[src/rtl/uart_prot_trig.sv]
// uart_prot_trig: UART protocol trigger for the logic analyzer.
// Receives 8N1 frames on RX at a programmable bit period. When a frame arrives
// with a valid stop bit and its byte equals 'match' on every bit that 'mask'
// does not ignore, UARTtrig pulses high for one cycle.
//
// Ports:
//   clk      - system clock
//   rst      - synchronous, active-high reset
//   RX       - asynchronous serial input, idle high
//   baud_cnt - bit period in clk cycles, latched at start-bit detect (min 4)
//   match    - byte value to trigger on
//   mask     - per-bit don't-care (1 = ignore bit)
//   UARTtrig - one-cycle pulse on a matching, well-framed byte
//   busy     - high while a frame is being received
module uart_prot_trig #(
  parameter int unsigned SYNC_STAGES = 2
) (
  input  logic        clk,
  input  logic        rst,
  input  logic        RX,
  input  logic [15:0] baud_cnt,
  input  logic [7:0]  match,
  input  logic [7:0]  mask,
  output logic        UARTtrig,
  output logic        busy
);

  typedef enum logic [1:0] {StIdle, StRecv, StCheck} state_e;

  state_e                 r_state, w_state_next;
  logic [SYNC_STAGES-1:0] r_sync;
  logic                   r_rx_prev;
  logic [15:0]            r_per;
  logic [15:0]            r_cnt;
  logic [3:0]             r_idx;
  logic [7:0]             r_shift;
  logic                   r_stop;
  logic                   r_trig;

  logic        w_rx_s;
  logic        w_start;
  logic        w_tick;
  logic [15:0] w_per_in;
  logic        w_match_ok;

  assign w_rx_s     = r_sync[SYNC_STAGES-1];
  assign w_start    = (r_state == StIdle) && r_rx_prev && !w_rx_s;
  assign w_tick     = (r_state == StRecv) && (r_cnt == 16'd0);
  // Periods below 4 leave no room for a mid-bit sample; clamp them.
  assign w_per_in   = (baud_cnt < 16'd4) ? 16'd4 : baud_cnt;
  assign w_match_ok = r_stop && ((r_shift | mask) == (match | mask));

  // State register.
  always_ff @(posedge clk) begin
    if (rst) begin
      r_state <= StIdle;
    end else begin
      r_state <= w_state_next;
    end
  end

  // Next-state logic.
  always_comb begin
    w_state_next = r_state;
    unique case (r_state)
      StIdle: begin
        if (w_start) w_state_next = StRecv;
      end
      StRecv: begin
        if (w_tick) begin
          // A start bit that is high again at mid-bit was a glitch.
          if ((r_idx == 4'd0) && w_rx_s) w_state_next = StIdle;
          else if (r_idx == 4'd9)         w_state_next = StCheck;
        end
      end
      StCheck: w_state_next = StIdle;
      default: w_state_next = StIdle;
    endcase
  end

  // Outputs.
  always_comb begin
    busy     = (r_state != StIdle);
    UARTtrig = r_trig;
  end

  // Synchronizer, bit timing and data path.
  always_ff @(posedge clk) begin
    if (rst) begin
      r_sync    <= '1;
      r_rx_prev <= 1'b1;
      r_per     <= 16'd0;
      r_cnt     <= 16'd0;
      r_idx     <= 4'd0;
      r_shift   <= 8'h00;
      r_stop    <= 1'b0;
      r_trig    <= 1'b0;
    end else begin
      r_sync    <= {r_sync[SYNC_STAGES-2:0], RX};
      r_rx_prev <= w_rx_s;
      r_trig    <= (r_state == StCheck) && w_match_ok;
      if (w_start) begin
        r_per <= w_per_in;
        r_cnt <= w_per_in >> 1;
        r_idx <= 4'd0;
      end else if (r_state == StRecv) begin
        if (w_tick) begin
          r_cnt <= r_per - 16'd1;
          r_idx <= r_idx + 4'd1;
          // Data arrives LSB first: shift in at the top, so after 8 bits
          // the first one sits in bit 0.
          if ((r_idx >= 4'd1) && (r_idx <= 4'd8)) r_shift <= {w_rx_s, r_shift[7:1]};
          // Stop sample is held so RX activity during CHECK cannot matter.
          if (r_idx == 4'd9) r_stop <= w_rx_s;
        end else begin
          r_cnt <= r_cnt - 16'd1;
        end
      end
    end
  end

endmodule

[config.mk]
export PLATFORM = sky130hd
export DESIGN_NAME = uart_prot_trig
export DESIGN_NICKNAME = d
export VERILOG_FILES = /design/src/rtl/uart_prot_trig.sv
export SDC_FILE = /design/constraint.sdc
export NUM_CORES = 1
export LEC_CHECK = 0
export CAP_MARGIN = 40
export CORE_MARGIN = 10
export CORE_UTILIZATION = 50
export DETAILED_ROUTE_END_ITERATION = 6
export GPL_ROUTABILITY_DRIVEN = 0
export HOLD_SLACK_MARGIN = 0.03
export PLACE_DENSITY = 0.78
export SLEW_MARGIN = 20
export SYNTH_ARGS = -nofsm -noshare
export SYNTH_HDL_FRONTEND = slang
export SYNTH_SLANG_ARGS = --single-unit
[constraint.sdc]
create_clock -name clk -period 6.48 [get_ports clk]
set_input_delay 1.296 -clock clk [delete_from_list [all_inputs] [get_ports clk]]
set_output_delay 1.296 -clock clk [all_outputs]
set_load 0.05 [all_outputs]
Word level (Yosys, flattened, before mapping)

Cells that the tools add are included.

Flip-flop bits (word level): 51
Bits in latches: 0
Memory bits (writable): 0
ROM bits: 0
Input port bits: 35
Output and inout port bits: 2
Memories: 0

$add $sub $neg: 3
Multipliers: 0
Divide/modulo/power cells: 0
Order comparisons: 3
Eq/ne operators: 7
Shift-type cells: 0
Mux-type cells: 9
Bitwise logic cells: 3
Reductions and logical operators: 18

Operator list:

| cell                                                  | count |
|---|---|
| 2-to-1 mux 16 bit                                     | 2 |
| subtractor 16 x 1 -> 16 bit, second input constant    | 2 |
| 2-to-1 mux 15 bit                                     | 2 |
| zero test 16 bit                                      | 1 |
| < comparator 16 x 3 -> 1 bit, second input constant   | 1 |
| OR 8 bit                                              | 2 |
| equality test 8 bit                                   | 1 |
| 2-to-1 mux 2 bit                                      | 4 |
| AND reduction 4 bit                                   | 2 |
| logical AND 1 bit                                     | 7 |
| adder 4 x 1 -> 4 bit, second input constant           | 1 |
| equality test 4 bit, second input constant            | 1 |
| >= comparator 4 x 1 -> 1 bit, second input constant   | 1 |
| less-or-equal comparator 4 bit, second input constant | 1 |
| zero test 4 bit                                       | 1 |
| != test 2 bit, second input constant                  | 2 |
| one-hot mux 2 bit (2 select lines)                    | 1 |
| nonzero test 2 bit                                    | 2 |
| != test 3 bit, second input constant                  | 1 |
| AND reduction 3 bit                                   | 1 |
| equality test 2 x 1 -> 1 bit, second input constant   | 1 |
| equality test 2 bit, second input constant            | 1 |
| zero test 2 bit                                       | 1 |
| AND reduction 2 bit                                   | 1 |
| other kinds (3)                                       | 3 |

Depth between registers and ports, before layout

Gate-level depths: netlist of the first run.

Depth after elaboration: 5
Gate-level depth with buffers: 12
Mapped depth without buffers: 10

Least setup slack after synthesis of the first run

No wires, ideal clock.

Path type: reg-to-reg
From: register r_state[1]
To: register r_cnt[10]
Setup time: 0.120 ns
Data arrival time: 2.973 ns
Data required time: 6.360 ns
Path slack: 3.387 ns
Stages on the path, launching flop included: 12
Path buffers: 3
Period minus slack after synthesis: 3.093 ns
Path through: dfxtp_1 clkbuf_1 nor3b_1 and4_1 buf_2 buf_1 a31oi_1 ha_1 or4b_2 a311oi_1 a21oi_1 o31a_1

Cells in the longest elaborated chain, start to end: 5

RTL lines:

| element                      | RTL line | text |
|---|---|---|
| start: declaration           | 30       | `state_e r_state, w_state_next;` |
| start signal: assignment     | 56       | `r_state <= StIdle;` |
| start signal: assignment     | 58       | `r_state <= w_state_next;` |
| equality test 2 x 1 -> 1 bit | 48, 106  |  |
| logical AND 1 bit            | 48       | `assign w_tick = (r_state == StRecv) && (r_cnt == 16'd0);` |
| 2-to-1 mux 16 bit            | 107      | `if (w_tick) begin` |
| 2-to-1 mux 15 bit            | 106      | `end else if (r_state == StRecv) begin` |
| 2-to-1 mux 15 bit            | 102      | `if (w_start) begin` |
| end signal: assignment       | 104      | `r_cnt <= w_per_in >> 1;` |
| end signal: assignment       | 108      | `r_cnt <= r_per - 16'd1;` |
| end signal: assignment       | 116      | `r_cnt <= r_cnt - 16'd1;` |
| end: declaration             | 34       | `logic [15:0] r_cnt;` |

Parallel ways exist; a longest one is shown, timed or not. The select of a mux whose other input is x is not followed.
A chain may end at the register's enable or synchronous reset.

Worst setup path in the final report of the first run

From: register r_cnt[5]
To: register r_cnt[10]

Cells in the longest elaborated chain, start to end: 5

RTL lines:

| element                                                             | RTL line |
|---|---|
| branches (longest 2 deep; another with subtractor 16 x 1 -> 16 bit) | -- |
| 2-to-1 mux 16 bit *                                                 | 107 |
| 2-to-1 mux 15 bit *                                                 | 106 |
| 2-to-1 mux 15 bit *                                                 | 102 |

Mark *: on every way between the ends. The select of a mux whose other input is x is not followed.

==> out/qor.csv, run 1 <==
metric,value,unit
ff2ff_setup_slack,3100,ps
holdPathStages,1,
synth_top_area_cell,dfxtp_1,
setup_tns,0,ps
yosysWarnings,0,
synthArstFlopShare,0,%
power_leakage,1.19,nW
clk_path_buf_depth,2,
cts-root-buf,clkbuf_8,
final_cell_mix,"dfxtp_1 (51), nand2_1 (36), clkdlybuf4s50_1 (36), nor2_1 (30), a21oi_1 (25)",
ir_drop,0.109,mV
multiInputGateArea,1770,sq um
cts_resized,0,
diodes,0,
initial_core_util,52.1,%
drive_gt1_share,6.25,%
syn_to_final_growth,17.1,%
ys.flop_type,dfxtp_1,
num_vias,2975,
netlist_instances,357,
yosysUniqueCellTypes,54,
wire_per_inst,18.3,um
clkTransAtPathRegs,90,ps
final-hold-violation-count,0,
cts_hold_buf,0,
startpoint_type,flip-flop,
layout_commonest_cell,dfxtp_1,
regArea,1020,sq um
first_pass_iters,5,
finClkSkew,5.98,ps
syn_avg_cell_area,8.09,sq um
cts_buffers,5,
io_pins,37,
die_w,96.0,um
cts_setup_buffers,0,
cts_tree,yes,
worst_pin_slew,750,ps
synth_edf_count,0,
drc,0,
chipHeight,96.0,um
synth_area,2890,sq um
synth_seq_cells,51,
cellPowerDensity,214,nW/um^2
crit_type,reg -> reg,
hp-class,reg -> reg,
fin_crit,3380,ps
drv_slew,0,
synth_area_leaders,"dfxtp_1 (35%), nand2_1 (4.7%), a31oi_1 (4.6%)",
totalWireLength,8.36,mm
end_kind,flip-flop,
grt_setup_unrepaired,false,
fp.dieArea,9210,sq um
required,6680,ps
grt_pass1_vias,2768,
fmax,296,MHz
fin_crit_sh,52.2,%
cp.arrival,3580,ps
antenna_left,0,
drtIter0Drc,386,
crit_fanout,20,
cts.sinks,51,
track_usage,18.6,%
grt_overflow,0,
grt_first_pass_wirelength,13.8,mm
core_area,5540,sq um
fin_total_pwr,0.000722,W
rows,27,
numPortBuffers,36,
grt_max_degree,48,
n_fill_cell,510,
hpwlAfterDp,6.05,mm
clock_latency,300,ps
antenna_found_initial,0,
synth_top_area_share,35.4,%
synth_nets,396,
status,"complete, no violations",
cts_max_level,2,
viasPerCell,6.52,
fin_nets,424,
slew_headroom,50.0,%
ys_seq_area_share,35.4,%
max-cap-violations,0,
reg2regPathDepth,8,
setup-violations-final,0,
## final cells by class
cell class | instances | share of cell area (%)
clock buffers | 6 | 2.15
inverters | 8 | 0.888
multi-input cells | 279 | 52.3
flip-flops and latches | 51 | 30.2
well taps | 72 | 2.66
repair buffers | 40 | 11.8
## worst max-delay path, stage by stage, from the launching register on
cell	delay, ps
dfxtp_1	490
nor4_1	160
and4_1	460
a31oi_1	320
ha_1	270
or4b_2	680
a311oi_1	500
a21oi_1	140
o31a_1	250
## flip-flops by register name (all words and copies together) (netlist names)
signal     count
r_stop         1
UARTtrig       1
r_state        2
r_shift        8
r_rx_prev      1
r_per         16
r_sync         2
r_idx          4
r_cnt         16
## power by group
part	internal [W]	total [W]	switching (W)
registers	0.000327	0.000348	0.0000210
logic	0.0000847	0.000205	0.000121
clock network	0.0000722	0.000169	0.0000967
## synthesized netlist by cell type, types with 3 or more instances
library cell,count
a211oi_1,7
a21boi_0,5
a21oi_1,25
a311oi_1,3
a31oi_1,21
and3_1,3
clkbuf_1,17
dfxtp_1,51
ha_1,4
inv_1,8
mux2i_1,10
nand2_1,36
nand2b_1,5
nand3_1,8
nand4_1,3
nor2_1,30
nor2b_1,3
nor3_1,8
nor4_1,11
o211ai_1,4
o21ai_0,8
o21ai_1,5
o22ai_1,8
o31a_1,4
or2_2,7
or3_1,6
or4_1,8
xnor2_1,12
xor2_1,3
## layer usage
layer  vias up  GRT usage (%)  part of all wire [%]
met5         -              0                     0
met4         0           7.25                   2.5
met2       188           29.9                    46
met3        22           4.51                   9.6
li1       1403              -                     -
met1      1362           23.4                    41
## per-stage QoR
| step | instance area [sq um] | instances | hold WS, ps | util [%] | setup WS (ps) |
|---|---|---|---|---|---|
| after floorplan | 2890 | 357 | 389 | - | 3390 |
| after global placement | 3290 | 448 | 400 | 59.3 | 3290 |
| after detailed placement | 3310 | 450 | 405 | 59.7 | 3180 |
| after CTS | 3380 | 456 | 427 | 61.0 | 3170 |
| after global routing | 3380 | 456 | 433 | 61.0 | 2930 |
| final | 3380 | 456 | 420 | 61.0 | 3100 |
## path summary, 6_finish.rpt
| kind | startpoint | end |
|---|---|---|
| worst min register to register | r_sync[0]$_SDFF_PP1_ | r_sync[1]$_SDFF_PP1_ |
| worst min-delay path | r_sync[0]$_SDFF_PP1_ | r_sync[1]$_SDFF_PP1_ |
| worst max-delay path | r_cnt[5]$_SDFFE_PP0P_ | r_cnt[10]$_SDFFE_PP0P_ |
| worst max register to register | r_cnt[5]$_SDFFE_PP0P_ | r_cnt[10]$_SDFFE_PP0P_ |
## kinds of logic after synthesis
logic type / Yosys count / synth area share, %
AO/OA/AOI/OAI: 106 / 24.1
XOR/XNOR: 15 / 4.55
adder cells (fa/ha/maj): 4 / 1.73
buffers and inverters: 27 / 3.55
flip-flops: 51 / 35.4
multiplexers: 11 / 3.86
AND/OR/NAND/NOR: 143 / 26.8
Note: power is estimated with default switching activity, not from simulation.
==> run 2: changes to the inputs <==
Clock period 6.48 ns to 3.2 ns, I/O delays scaled along.
==> run 2 against run 1 <==
  * Worst setup slack lost 3000 ps
  * Non-clock buffer count up 5
  * Combinational power grew 110%
  * Largest cell class unchanged
  * Clock skew about the same
  * Via count is 0.91% higher
==> out/qor.csv, run 2 (synthesized netlist as in run 1, its figures left out) <==
metric,value,unit,change
largest_registers,"r_cnt: 16 flops, r_per: 16 flops, r_shift: 8 flops",,unchanged
setup-violations-final,0,,unchanged
final-hold-violation-count,0,,unchanged
drv_slew,0,,unchanged
grt_setup_unrepaired,false,,unchanged
layout_commonest_cell,dfxtp_1,,unchanged
viasPerCell,6.48,,was 6.52
syn_to_final_growth,19.7,%,was 17.1%
cp.arrival,3260,ps,was 3580 ps
fp.dieArea,9210,sq um,unchanged
chipHeight,96.0,um,unchanged
clock_latency,310,ps,was 300 ps
slew_headroom,57.3,%,was 50.0%
hp-class,reg -> reg,,unchanged
required,3410,ps,was 6680 ps
crit_type,reg -> reg,,unchanged
grt_pass1_vias,2904,,"was 2,768"
grt_max_degree,29,,was 48
ir_drop,0.269,mV,was 0.109 mV
finClkSkew,6.24,ps,was 5.98 ps
power_leakage,1.24,nW,was 1.19 nW
cellPowerDensity,468,nW/um^2,was 214 nW/um^2
hpwlAfterDp,6.04,mm,was 6.05 mm
holdPathStages,1,,unchanged
fin_crit,3050,ps,was 3380 ps
cts_max_level,2,,unchanged
startpoint_type,flip-flop,,unchanged
wire_per_inst,18.3,um,about the same
cts_hold_buf,0,,unchanged
rows,27,,unchanged
clk_path_buf_depth,2,,unchanged
diodes,0,,unchanged
cts_buffers,5,,unchanged
drc,0,,unchanged
initial_core_util,52.1,%,unchanged
max-cap-violations,0,,unchanged
fin_nets,429,,was 424
reg2regPathDepth,8,,unchanged
cts-root-buf,clkbuf_8,,unchanged
drive_gt1_share,8.18,%,was 6.25%
cts.sinks,51,,unchanged
final_cell_mix,"dfxtp_1 (51), nand2_1 (36), clkdlybuf4s50_1 (36), nor2_1 (30), a21oi_1 (25)",,unchanged
setup_tns,0,ps,unchanged
first_pass_iters,6,,was 5
worst_pin_slew,640,ps,was 750 ps
drtIter0Drc,376,,was 386
cts_setup_buffers,0,,unchanged
track_usage,19.0,%,was 18.6%
antenna_left,0,,unchanged
num_vias,3002,,"was 2,975"
numPortBuffers,36,,unchanged
crit_fanout,9,,was 20
grt_overflow,0,,unchanged
io_pins,37,,unchanged
cts_resized,0,,unchanged
totalWireLength,8.49,mm,was 8.36 mm
core_area,5540,sq um,unchanged
cts_tree,yes,,unchanged
end_kind,flip-flop,,unchanged
antenna_found_initial,0,,unchanged
clkTransAtPathRegs,90,ps,about the same
fmax,328,MHz,was 296 MHz
finalCoreUtilization,62.4,%,was 61.0%
fin_crit_sh,95.4,%,was 52.2%
status,"complete, no violations",,unchanged
grt_first_pass_wirelength,14.2,mm,was 13.8 mm
die_w,96.0,um,unchanged
## run 2: cell type report
cell class | instances | area, sq um
multi-input cells | 279 | 1770
inverters | 8 | 30.0
fillers | 507 | 2080
clock buffers | 6 | 82.6
clock inverters | 2 | 35.0
repair buffers | 45 | 428
well taps | 72 | 90.1
flip-flops and latches | 51 | 1020
## run 2: worst max-delay path: stages, from the launching register on
cell      delay [ps]
dfxtp_1          490
nor3b_1          150
and4_1           230
a31oi_1          230
ha_1             260
or4b_2           710
a311oi_1         510
a21oi_1          130
o31a_1           240
## run 2: path summary, 6_finish.rpt
path | from | endpoint | slack, ps
hold / removal | r_sync[0]$_SDFF_PP1_ | r_sync[1]$_SDFF_PP1_ | 420
setup reg to reg | r_state[1]$_SDFFE_PP0P_ | r_cnt[10]$_SDFFE_PP0P_ | 150
hold reg to reg | r_sync[0]$_SDFF_PP1_ | r_sync[1]$_SDFF_PP1_ | 420
setup / recovery | r_state[1]$_SDFFE_PP0P_ | r_cnt[10]$_SDFFE_PP0P_ | 150
## run 2: metrics by stage
stage                     std cells  setup WS (ps)  area (sq um)  hold WS [ps]  total power [W]
final                           463            148          3460           422          0.00162
after global routing            463           12.8          3460           437          0.00168
after CTS                       463            187          3460           425          0.00160
after detailed placement        455            240          3340           399          0.00113
after global placement          455            373          3340           399          0.00113
after floorplan                 357            107          2890           389         0.000993
## run 2: metal layers
metal / vias up / GRT usage, % / wire length, um
met5: - / 0 / 0
met1: 1376 / 23.1 / 3590
li1: 1423 / - / -
met3: 25 / 5.60 / 883
met4: 0 / 8.60 / 234
met2: 178 / 30.3 / 3780
## run 2: power by group
| part | internal (W) | switching, W | leakage (nW) |
|---|---|---|---|
| registers | 0.000663 | 0.0000416 | 0.415 |
| clock network | 0.000253 | 0.000226 | 0.0612 |
| logic | 0.000182 | 0.000251 | 0.764 |
